### src/rtl/reg_file.sv
// Multi-ported register file with write-to-read forwarding and a per-register
// pending-write scoreboard (lock on producer issue, clear on writeback).
module reg_file #(
  parameter int WIDTH  = 32,
  parameter int DEPTH  = 16,
  parameter int BYPASS = 1,
  localparam int AW    = $clog2(DEPTH)
) (
  input  logic             clk,
  input  logic             rst,
  input  logic             wr_en,
  input  logic [AW-1:0]    wr_addr,
  input  logic [WIDTH-1:0] wr_data,
  input  logic [AW-1:0]    rd_addr_a,
  input  logic [AW-1:0]    rd_addr_b,
  output logic [WIDTH-1:0] rd_data_a,
  output logic [WIDTH-1:0] rd_data_b,
  input  logic             lock_en,
  input  logic [AW-1:0]    lock_addr,
  output logic             busy_a,
  output logic             busy_b,
  output logic [AW:0]      pend_cnt
);

  logic [WIDTH-1:0] regs [DEPTH];
  logic [DEPTH-1:0] pend;
  logic [DEPTH-1:0] pend_nxt;
  logic [AW:0]      cnt_nxt;
  logic             fwd_a;
  logic             fwd_b;

  // NOTE: the storage array is reset like any other state because the
  // architecture requires every register to read 0 straight out of reset.
  always_ff @(posedge clk or posedge rst) begin
    if (rst) begin
      for (int i = 0; i < DEPTH; i++) regs[i] <= '0;
    end else if (wr_en) begin
      regs[wr_addr] <= wr_data;
    end
  end

  // NOTE: pend_nxt starts from the current value so no path leaves it
  // unassigned (no latch); the lock is applied last so a same-edge set wins.
  always_comb begin
    pend_nxt = pend;
    if (wr_en)   pend_nxt[wr_addr]   = 1'b0;
    if (lock_en) pend_nxt[lock_addr] = 1'b1;
  end

  always_comb begin
    cnt_nxt = '0;
    for (int i = 0; i < DEPTH; i++) cnt_nxt = cnt_nxt + (AW+1)'(pend_nxt[i]);
  end

  // NOTE: sequential state uses non-blocking assignments only.
  always_ff @(posedge clk or posedge rst) begin
    if (rst) begin
      pend     <= '0;
      pend_cnt <= '0;
    end else begin
      pend     <= pend_nxt;
      pend_cnt <= cnt_nxt;
    end
  end

  // Forwarding is suppressed during reset so the ports read 0 unconditionally.
  assign fwd_a = (BYPASS != 0) && !rst && wr_en && (wr_addr == rd_addr_a);
  assign fwd_b = (BYPASS != 0) && !rst && wr_en && (wr_addr == rd_addr_b);

  assign rd_data_a = rst ? '0 : (fwd_a ? wr_data : regs[rd_addr_a]);
  assign rd_data_b = rst ? '0 : (fwd_b ? wr_data : regs[rd_addr_b]);

  // A forwarded write retires the hazard unless the same index is re-locked.
  assign busy_a = rst ? 1'b0 :
                  (fwd_a && !(lock_en && lock_addr == rd_addr_a)) ? 1'b0 : pend[rd_addr_a];
  assign busy_b = rst ? 1'b0 :
                  (fwd_b && !(lock_en && lock_addr == rd_addr_b)) ? 1'b0 : pend[rd_addr_b];

endmodule

### config.mk
export PLATFORM = sky130hd
export DESIGN_NAME = reg_file
export DESIGN_NICKNAME = d
export VERILOG_FILES = /design/src/rtl/reg_file.sv
export SDC_FILE = /design/constraint.sdc
export NUM_CORES = 1
export LEC_CHECK = 0
export ABC_CLOCK_PERIOD_IN_PS = 27800
export BUFFER_PORTS_ARGS = -buffer_cell sky130_fd_sc_hd__buf_2
export CAP_MARGIN = 10
export CELL_PAD_IN_SITES_DETAIL_PLACEMENT = 1
export CELL_PAD_IN_SITES_GLOBAL_PLACEMENT = 1
export CORE_MARGIN = 3
export CORE_UTILIZATION = 45
export CTS_BUF_LIST = sky130_fd_sc_hd__clkbuf_4 sky130_fd_sc_hd__clkbuf_8 sky130_fd_sc_hd__clkbuf_16
export CTS_CLUSTER_SIZE = 20
export DETAILED_ROUTE_END_ITERATION = 16
export GPL_ROUTABILITY_DRIVEN = 1
export GPL_TIMING_DRIVEN = 0
export PLACE_DENSITY = 0.79
export SKIP_LAST_GASP = 1
export SYNTH_ARGS = -nofsm -noshare
export SYNTH_HDL_FRONTEND = slang
export SYNTH_SLANG_ARGS = --single-unit
### constraint.sdc
create_clock -name clk -period 27.8 [get_ports clk]
set_clock_uncertainty 0.1 [all_clocks]
set_input_delay 5.56 -clock clk [delete_from_list [all_inputs] [get_ports clk]]
set_output_delay 5.56 -clock clk [all_outputs]
set_load 0.05 [all_outputs]
==> results of run 1 <==
==> area by class of cell <==
type                       count  area [µm²]  share of cell area
multi-input combinational   1153       14800               0.447
sequential                   533       13300               0.401
clock buffer                  92        1840              0.0554
buffer                       203        1220              0.0369
tap                          855        1070              0.0322
timing repair buffer         112         651              0.0196
clock inverter                14         139             0.00418
inverter                      28         113             0.00339
antenna                        1        2.50           0.0000753
==> state kept, by name, indices dropped and copies added, names as in the netlist <==
signal	count
regs	512
pend	16
pend_cnt	5
==> metal layers <==
metal / share of wire / GRT usage / vias up
met4: 0.052 / 0.136 / 10
met2: 0.48 / 0.475 / 1005
met1: 0.38 / 0.359 / 10900
li1: - / - / 7893
met3: 0.086 / 0.0819 / 331
met5: 0.00080 / 0 / -
==> kinds of logic (layout without fill, tap and decap cells) <==
| logic type | count (synthesis) | in the layout |
|---|---|---|
| flops | 533 | 533 |
| simple gates | 126 | 126 |
| compound gates | 216 | 216 |
| other cells | 0 | 1 |
| xor+xnor | 18 | 18 |
| fa+ha+maj | 15 | 15 |
| buf+inv | 231 | 449 |
| mux | 778 | 778 |
==> metrics by stage <==
step / area, µm² / util / setup WS [ns]
2_1_floorplan: 29500 / - / 3.65
3_3_place_gp: 31100 / 0.481 / -1.08
3_5_place_dp: 31200 / 0.483 / 13.47
4_1_cts: 33200 / 0.514 / 13.50
5_1_grt: 33200 / 0.514 / 13.29
6_report: 33200 / 0.514 / 13.54
==> power breakdown <==
part           total, mW  switching, mW  leakage, nW  internal, mW
Sequential          1.10          0.141         6.53         0.963
Clock              0.803          0.332         1.01         0.471
Combinational      0.734          0.354         7.08         0.380
Total               2.64          0.826         14.6          1.81
==> critical path, stage by stage <==
cell	delay, ns
buf_2	0.17
inv_8	0.42
buf_16	0.44
buf_16	0.44
and3_1	0.25
buf_2	0.22
buf_2	0.36
a22o_1	0.32
buf_2	0.31
==> cell usage in the layout, fill, tap and decap left out, types with 5 or more instances in the layout <==
master / instances
buf_2: 206
mux4_2: 160
buf_6: 10
clkbuf_16: 60
dfrtp_1: 533
xor2_1: 15
buf_4: 10
clkbuf_8: 16
ha_1: 5
mux2_1: 154
fa_1: 10
nand3_1: 7
nand2_1: 77
nor2_1: 10
clkbuf_1: 71
o21ai_0: 5
inv_1: 25
clkinv_2: 9
a22oi_1: 130
buf_12: 14
clkbuf_4: 16
mux4_1: 104
nor2b_1: 9
mux2_2: 358
a22o_1: 71
==> path summary, 6_finish.rpt <==
check | startpoint | endpoint | slack [ns]
max | rst | rd_data_a[29] | 13.54
min | regs[164]$_DFFE_PP0P_ | regs[164]$_DFFE_PP0P_ | 0.40
max reg2reg | pend[7]$_DFF_PP0_ | pend_cnt[4]$_DFF_PP0_ | 23.88
min reg2reg | regs[164]$_DFFE_PP0P_ | regs[164]$_DFFE_PP0P_ | 0.40
max in group asynchronous | rst | regs[383]$_DFFE_PP0P_ | 20.55
min in group asynchronous | rst | pend_cnt[1]$_DFF_PP0_ | 4.98
==> reports/metrics.csv, run 1 <==
stage,metric,value,unit
status,status,finished clean,
synthesis,"Primary FF master, synth",dfrtp_1,
sta,worst slew pin tran,1.03,ns
floorplan,die area,68700,µm²
clock_network,insertion delay to the later sink of the worst-skew pair,0.61,ns
min_path,Hold Path Depth,1,
floorplan,Die Span X,262,µm
drt,Via density,6.72,
synthesis,"Avg Cell Area, Syn",15.4,µm²
clock_network,clk root buf,clkbuf_16,
synthesis,Synth Warn #,0,
synthesis,xor/xnor cell area share of the yosys netlist,0.00534,
synthesis,post-synthesis sequential area ratio,0.452,
drt,Antenna Violating Nets Remaining,0,
drt,via count,20100,
synthesis,Post-synth EDFFs,0,
final_layout,layout cells sized above 1,0.410,
final_layout,Synth-to-Final Area Change,12.6,%
clock_network,Max Buffers Root-to-Sink,3,
worst_setup_path,crit-path max FO,102,
synthesis,"Cell Area, Synth",29500,µm²
clock_network,Clock transition at path regs,0.06,ns
floorplan,die height,262,µm
sta,Final min period,14.26,ns
power_and_ir_drop,Tot Pwr,2.64,mW
global_route,largest net degree at the start of global routing,134,
drt,routed wire length,100,mm
synthesis,Yosys top cell area share,0.452,
floorplan,core region area,64700,µm²
global_route,initial antenna violation count,6,
drt,number of DRC markers in iteration 0,1716,
power_and_ir_drop,Cell Pwr Density,79.5,nW/µm²
floorplan,Ports,123,
sta,setup TNS,0,ns
global_route,gr ovfl total,0,
placement,estimated wirelength of the detail-placed design,65.2,mm
clock_network,CTS H-tree depth,2,
final_layout,FILL cells,6280,
worst_setup_path,Critical Path AT,8.60,ns
worst_setup_path,WP data required,22.14,ns
sta,worst rel slew slack,0.315,
placement,Post-Place Cells,2884,
clock_network,hold buffers post-CTS,0,
synthesis,post-synthesis mux area share,0.412,
worst_setup_path,CP endpoint kind,output pin,
synthesis,Synth cell types,41,
synthesis,Synth Area in Adders,0.00890,
global_route,first-pass GRT wire length,146,mm
synthesis,post-synth net total,1984,
synthesis,largest area contributor in the netlist,dfrtp_1,
floorplan,starting density of the core,0.456,
synthesis,"count leader, synth",dfrtp_1,
min_path,HP Class,reg2reg,
sta,RSZ-0062 raised after global routing,no,
drt,TritonRoute pass-1 iters,5,
placement,GPL Wtd Cong,0.867,
global_route,vias in the first global route,22100,
synthesis,Seq cells post-synth,533,
clock_network,Post-CTS Resized,0,
power_and_ir_drop,maximum vdd drop,0.0564,mV
sta,fmax,70.1,MHz
placement,# port buffers,108,
sta,Tcrit/Tclk final,0.513,
synthesis,largest family of logic cells by synthesized area,multiplexers,
worst_setup_path,Worst R2R Path Depth,12,
run,Max Cap Violations,0,
drt,drc violations,0,
synthesis,simple-gate share of the synthesized area,0.0198,
final_layout,layout net count,2157,
clock_network,CTS tree,done,
synthesis,Synth top cells by count,"dfrtp_1 (533), mux2_2 (358), mux4_2 (160)",
clock_network,TritonCTS Buffers,59,
worst_setup_path,CP Class,in2out,
sta,"Slew Viols, Final",0,
clock_network,total setup buffers inserted after CTS,0,
synthesis,asr flop ratio synth,1.00,
drt,average wire per standard cell,33.4,µm
sta,Hold Worst Slack,0.401,ns
floorplan,row count,93,
synthesis,Cells after Synth,1917,
worst_setup_path,Worst Setup Start Kind,input port,
sta,Final Hold Fails,0,
global_route,GRT Overall Usage,0.291,
final_layout,"Cell Count, Final, Fillers Out",2991,
sta,Final setup viols,0,
synthesis,Compound-Gate Fraction of Synth Area,0.0574,
power_and_ir_drop,LEAKAGE,14.6,nW
synthesis,"top cells by area, synth","dfrtp_1 (45%), mux2_2 (14%), mux4_2 (12%)",
clock_network,Clock Sinks,533,
(Power assumes the default switching activity.)
==> run 2, diff against run 1 <==
--- a/config.mk
+++ b/config.mk
@@ -5,7 +5,7 @@
 export SDC_FILE = /design/constraint.sdc
 export NUM_CORES = 1
 export LEC_CHECK = 0
-export ABC_CLOCK_PERIOD_IN_PS = 27800
+export ABC_CLOCK_PERIOD_IN_PS = 12400
 export BUFFER_PORTS_ARGS = -buffer_cell sky130_fd_sc_hd__buf_2
 export CAP_MARGIN = 10
 export CELL_PAD_IN_SITES_DETAIL_PLACEMENT = 1
@@ -17,7 +17,7 @@
 export DETAILED_ROUTE_END_ITERATION = 16
 export GPL_ROUTABILITY_DRIVEN = 1
 export GPL_TIMING_DRIVEN = 0
-export PLACE_DENSITY = 0.79
+export PLACE_DENSITY = 0.82
 export SKIP_LAST_GASP = 1
 export SYNTH_ARGS = -nofsm -noshare
 export SYNTH_HDL_FRONTEND = slang
==> constraint.sdc (replaced) <==
create_clock -name clk -period 12.4 [get_ports clk]
set_clock_uncertainty 0.1 [all_clocks]
set_input_delay 2.48 -clock clk [delete_from_list [all_inputs] [get_ports clk]]
set_output_delay 2.48 -clock clk [all_outputs]
set_load 0.05 [all_outputs]
==> reports/metrics.csv, run 2 (synthesis results as in run 1) <==
stage,metric,value,unit,change
status,status,finished clean,,unchanged
final_layout,layout net count,2168,,was 2157
sta,fmax,124,MHz,
drt,Antenna Violating Nets Remaining,0,,unchanged
placement,GPL Wtd Cong,0.876,,was 0.867
drt,drc violations,0,,unchanged
sta,Final setup viols,0,,unchanged
worst_setup_path,Critical Path AT,5.47,ns,was 8.60 ns
sta,Final min period,8.05,ns,
sta,worst setup margin,4.35,ns,was 13.54 ns
power_and_ir_drop,LEAKAGE,15.0,nW,was 14.6 nW
drt,average wire per standard cell,34.5,µm,was 33.4 µm
floorplan,starting density of the core,0.456,,unchanged
sta,"Slew Viols, Final",0,,unchanged
sta,RSZ-0062 raised after global routing,no,,unchanged
floorplan,die height,262,µm,unchanged
final_layout,layout cells sized above 1,0.442,,was 0.410
worst_setup_path,Worst Setup Start Kind,input port,,unchanged
global_route,GRT Overall Usage,0.303,,was 0.291
clock_network,Clock Sinks,533,,unchanged
floorplan,row count,93,,unchanged
sta,worst slew pin tran,1.25,ns,was 1.03 ns
sta,setup TNS,0,ns,unchanged
worst_setup_path,crit-path max FO,10,,was 102
final_layout,"most common cell after layout, fill and taps aside",dfrtp_1,,unchanged
clock_network,hold buffers post-CTS,0,,unchanged
final_layout,max FFs per register,512,,unchanged
placement,estimated wirelength of the detail-placed design,66.6,mm,was 65.2 mm
clock_network,Post-CTS Resized,0,,unchanged
final_layout,Synth-to-Final Area Change,14.8,%,was 12.6%
worst_setup_path,CP endpoint kind,output pin,,unchanged
placement,pre-CTS setup slack,4.48,ns,was 13.47 ns
global_route,first-pass GRT wire length,152,mm,was 146 mm
floorplan,core region area,64700,µm²,unchanged
global_route,gr ovfl total,0,,unchanged
final_layout,final core occ,0.524,,was 0.514
sta,worst rel slew slack,0.165,,was 0.315
global_route,initial antenna violation count,4,,was 6
floorplan,Die Span X,262,µm,unchanged
floorplan,die area,68700,µm²,unchanged
placement,Post-Place Cells,2894,,was 2884
drt,TritonRoute pass-1 iters,7,,was 5
clock_network,total setup buffers inserted after CTS,0,,unchanged
final_layout,"Cell Count, Final, Fillers Out",3002,,was 2991
sta,Hold Worst Slack,0.411,ns,was 0.401 ns
clock_network,insertion delay to the later sink of the worst-skew pair,0.61,ns,about the same
final_layout,Largest Register,regs,,unchanged
clock_network,CTS tree,done,,unchanged
drt,via count,20400,,was 20100
min_path,HP Class,reg2reg,,unchanged
power_and_ir_drop,maximum vdd drop,0.126,mV,was 0.0564 mV
final_layout,most frequent cells in the layout,"dfrtp_1 (533), mux2_2 (358), buf_2 (204), mux4_2 (160), mux2_1 (154)",,"was dfrtp_1 (533), mux2_2 (358), buf_2 (206), mux4_2 (160), mux2_1 (154)"
sta,Final Hold Fails,0,,unchanged
clock_network,clk root buf,clkbuf_16,,unchanged
drt,routed wire length,103,mm,was 100 mm
floorplan,Ports,123,,unchanged
clock_network,Clock transition at path regs,0.06,ns,about the same
drt,Via density,6.81,,was 6.72
worst_setup_path,CP Class,in2out,,unchanged
placement,# port buffers,108,,unchanged
run,Max Cap Violations,0,,unchanged
power_and_ir_drop,Cell Pwr Density,178,nW/µm²,was 79.5 nW/µm²
clock_network,Max Buffers Root-to-Sink,3,,unchanged
global_route,largest net degree at the start of global routing,45,,was 134
clock_network,TritonCTS Buffers,59,,unchanged
sta,Tcrit/Tclk final,0.650,,
worst_setup_path,WP data required,9.82,ns,was 22.14 ns
drt,number of DRC markers in iteration 0,1957,,was 1716
clock_network,CTS H-tree depth,2,,unchanged
final_layout,Top Registers,"regs (512), pend (16), pend_cnt (5)",,unchanged
global_route,vias in the first global route,22700,,was 22100
[run 2: changes by cell type in the layout (fill, tap and decap cells not counted), moves of 4 or more]
cell,delta
buf_16,-4
a22o_2,+17
clkbuf_4,-6
a22o_1,-62
buf_12,+14
a22o_4,+45
[run 2: final timing paths]
kind	startpoint	endpoint	slack [ns]	depth (start not counted)
worst max-delay path	wr_addr[2]	rd_data_b[30]	4.35	8
worst min-delay path	regs[390]$_DFFE_PP0P_	regs[390]$_DFFE_PP0P_	0.41	1
worst max register to register	pend[7]$_DFF_PP0_	pend_cnt[4]$_DFF_PP0_	8.41	12
worst min register to register	regs[390]$_DFFE_PP0P_	regs[390]$_DFFE_PP0P_	0.41	1
max in group asynchronous	rst	regs[301]$_DFFE_PP0P_	8.69	7
min in group asynchronous	rst	regs[128]$_DFFE_PP0P_	1.87	2
[run 2: area by class of cell]
type                            instances  area (µm²)
Fill cell                            6211       30800
Multi-Input combinational cell       1153       15300
Sequential cell                       533       13300
Clock buffer                           84        1760
Buffer                                203        1240
Tap cell                              855        1070
Timing Repair Buffer                  123         836
Clock inverter                         20         265
Inverter                               28         109
Antenna cell                            3        7.51
[run 2: worst max-delay path, stage by stage]
cell and delay [ns]:
buf_2 0.15, buf_2 0.25, xor2_1 0.24, nor4_2 0.11, a21oi_1 0.70, clkbuf_1 0.99, a22o_4 0.27, buf_2 0.28
[run 2: through the flow]
step,total power [mW],cell area [µm²]
3_3_place_gp,4.00,31600
5_1_grt,6.30,33900
2_1_floorplan,3.68,29900
4_1_cts,6.04,33900
6_report,6.04,33900
3_5_place_dp,4.16,31800
[run 2: metal layers]
metal | wire (µm) | up-vias | track usage
met5 | 13 | - | 0
met4 | 7140 | 2 | 0.184
met3 | 8770 | 407 | 0.0818
met2 | 49100 | 1156 | 0.484
met1 | 38500 | 11000 | 0.368
li1 | - | 7915 | -
[run 2: power by group]
group / total, mW / internal [mW] / switching [mW]
logic: 1.70 / 0.881 / 0.821
registers: 2.49 / 2.16 / 0.326
clock network: 1.85 / 1.09 / 0.763
total: 6.04 / 4.13 / 1.91
==> run 3, diff against run 2 <==
--- a/config.mk
+++ b/config.mk
@@ -5,7 +5,7 @@
 export SDC_FILE = /design/constraint.sdc
 export NUM_CORES = 1
 export LEC_CHECK = 0
-export ABC_CLOCK_PERIOD_IN_PS = 12400
+export ABC_CLOCK_PERIOD_IN_PS = 8400
 export BUFFER_PORTS_ARGS = -buffer_cell sky130_fd_sc_hd__buf_2
 export CAP_MARGIN = 10
 export CELL_PAD_IN_SITES_DETAIL_PLACEMENT = 1
@@ -17,7 +17,7 @@
 export DETAILED_ROUTE_END_ITERATION = 16
 export GPL_ROUTABILITY_DRIVEN = 1
 export GPL_TIMING_DRIVEN = 0
-export PLACE_DENSITY = 0.82
+export PLACE_DENSITY = 0.79
 export SKIP_LAST_GASP = 1
 export SYNTH_ARGS = -nofsm -noshare
 export SYNTH_HDL_FRONTEND = slang
==> constraint.sdc (replaced) <==
create_clock -name clk -period 8.4 [get_ports clk]
set_clock_uncertainty 0.1 [all_clocks]
set_input_delay 1.68 -clock clk [delete_from_list [all_inputs] [get_ports clk]]
set_output_delay 1.68 -clock clk [all_outputs]
set_load 0.05 [all_outputs]
==> reports/metrics.csv, run 3 (synthesis results as in run 1) <==
stage,metric,value,unit,change
sta,fmax,156,MHz,
min_path,HP Class,reg2reg,,unchanged
floorplan,die height,262,µm,unchanged
final_layout,most frequent cells in the layout,"dfrtp_1 (533), mux2_2 (358), buf_2 (206), mux4_2 (160), mux2_1 (154)",,"was dfrtp_1 (533), mux2_2 (358), buf_2 (204), mux4_2 (160), mux2_1 (154)"
clock_network,Post-CTS Resized,0,,unchanged
placement,GPL Wtd Cong,0.866,,was 0.876
drt,average wire per standard cell,34.0,µm,was 34.5 µm
sta,Final Hold Fails,0,,unchanged
clock_network,total setup buffers inserted after CTS,0,,unchanged
clock_network,clk root buf,clkbuf_16,,unchanged
global_route,vias in the first global route,22400,,was 22700
sta,Final min period,6.42,ns,
power_and_ir_drop,Cell Pwr Density,267,nW/µm²,was 178 nW/µm²
placement,# port buffers,108,,unchanged
floorplan,row count,93,,unchanged
sta,worst rel slew slack,0.288,,was 0.165
final_layout,final core occ,0.521,,was 0.524
drt,via count,20200,,was 20400
final_layout,layout cells sized above 1,0.443,,was 0.442
placement,Area after DPL,31500,µm²,was 31800 µm²
sta,Tcrit/Tclk final,0.765,,
clock_network,CTS tree,done,,unchanged
min_path,Hold Path Depth,1,,unchanged
worst_setup_path,CP Class,in2out,,unchanged
worst_setup_path,Critical Path AT,4.64,ns,was 5.47 ns
drt,Antenna Violating Nets Remaining,0,,unchanged
drt,Via density,6.73,,was 6.81
global_route,GRT Overall Usage,0.298,,was 0.303
floorplan,die area,68700,µm²,unchanged
global_route,first-pass GRT wire length,149,mm,was 152 mm
clock_network,CTS H-tree depth,2,,unchanged
final_layout,"Cell Count, Final, Fillers Out",3006,,was 3002
final_layout,max FFs per register,512,,unchanged
placement,estimated wirelength of the detail-placed design,66.6,mm,about the same
worst_setup_path,WP data required,6.62,ns,was 9.82 ns
global_route,largest net degree at the start of global routing,45,,unchanged
global_route,gr ovfl total,0,,unchanged
drt,drc violations,0,,unchanged
sta,RSZ-0062 raised after global routing,no,,unchanged
run,Max Cap Violations,0,,unchanged
status,status,finished clean,,unchanged
power_and_ir_drop,LEAKAGE,14.8,nW,was 15.0 nW
placement,Post-Place Cells,2894,,unchanged
sta,worst slew pin tran,1.07,ns,was 1.25 ns
worst_setup_path,Worst R2R Path Depth,12,,unchanged
final_layout,Final Cell Area,33700,µm²,was 33900 µm²
drt,TritonRoute pass-1 iters,5,,was 7
sta,Final setup viols,0,,unchanged
clock_network,Max Buffers Root-to-Sink,3,,unchanged
final_layout,Synth-to-Final Area Change,14.1,%,was 14.8%
clock_network,TritonCTS Buffers,58,,was 59
final_layout,Top Registers,"regs (512), pend (16), pend_cnt (5)",,unchanged
clock_network,insertion delay to the later sink of the worst-skew pair,0.61,ns,about the same
clock_network,Clock transition at path regs,0.06,ns,about the same
worst_setup_path,CP endpoint kind,output pin,,unchanged
final_layout,layout net count,2166,,was 2168
worst_setup_path,crit-path max FO,10,,unchanged
final_layout,Largest Register,regs,,unchanged
floorplan,starting density of the core,0.456,,unchanged
sta,"Slew Viols, Final",0,,unchanged
floorplan,Ports,123,,unchanged
clock_network,hold buffers post-CTS,0,,unchanged
floorplan,Die Span X,262,µm,unchanged
power_and_ir_drop,maximum vdd drop,0.199,mV,was 0.126 mV
drt,routed wire length,102,mm,was 103 mm
power_and_ir_drop,Tot Pwr,8.98,mW,was 6.04 mW
global_route,initial antenna violation count,8,,was 4
worst_setup_path,Worst Setup Start Kind,input port,,unchanged
floorplan,core region area,64700,µm²,unchanged
drt,number of DRC markers in iteration 0,1819,,was 1957
final_layout,"most common cell after layout, fill and taps aside",dfrtp_1,,unchanged
clock_network,Clock Sinks,533,,unchanged
-- run 3: cell types whose count changed in the layout (fill, tap and decap cells not counted), sizes merged --
cell / delta
buf: -1
bufinv: +5
clkbuf: +1
diode: +1
inv: -2
-- run 3: final cells by class --
class | instances | area [µm²]
clock buffer | 85 | 1760
multi-input combinational | 1153 | 15000
timing repair buffer | 122 | 821
clock inverter | 23 | 369
sequential | 533 | 13300
tap | 855 | 1070
antenna | 4 | 10.0
fill | 6195 | 31000
inverter | 28 | 109
buffer | 203 | 1220
-- run 3: power by group --
part,switching [mW],internal [mW],total (mW)
Combinational,1.19,1.28,2.47
Sequential,0.470,3.19,3.66
Clock,1.10,1.75,2.85
Total,2.77,6.22,8.98
-- run 3: worst paths after layout --
kind,from,endpoint,slack (ns)
min,regs[148]$_DFFE_PP0P_,regs[148]$_DFFE_PP0P_,0.41
max,wr_addr[2],rd_data_b[30],1.98
max in group asynchronous,rst,regs[301]$_DFFE_PP0P_,5.29
max reg2reg,pend[9]$_DFF_PP0_,pend_cnt[4]$_DFF_PP0_,4.47
min reg2reg,regs[148]$_DFFE_PP0P_,regs[148]$_DFFE_PP0P_,0.41
min in group asynchronous,rst,regs[128]$_DFFE_PP0P_,1.03
-- run 3: layer usage --
| metal | part of all wire | track usage | vias to the layer above |
|---|---|---|---|
| met4 | 0.057 | 0.162 | 10 |
| li1 | - | - | 7919 |
| met5 | 0.00056 | 0 | - |
| met3 | 0.079 | 0.0721 | 355 |
| met2 | 0.48 | 0.480 | 1079 |
| met1 | 0.38 | 0.372 | 10900 |
-- run 3: through the flow --
step                setup slack [ns]  hold slack (ns)  TNS [ns]
floorplan                      -4.34            0.363   -614.77
global placement               -7.97            0.376  -2340.66
detailed placement              1.59            0.396         0
CTS                             2.15            0.411         0
global route                    2.02            0.432         0
finish                          1.98            0.411         0
-- run 3: worst max-delay path, cell delays in order --
cell,delay (ns)
buf_2,0.15
buf_2,0.26
xor2_1,0.20
nor4_2,0.10
a21oi_1,0.84
clkbuf_1,0.77
a22o_2,0.34
buf_2,0.29
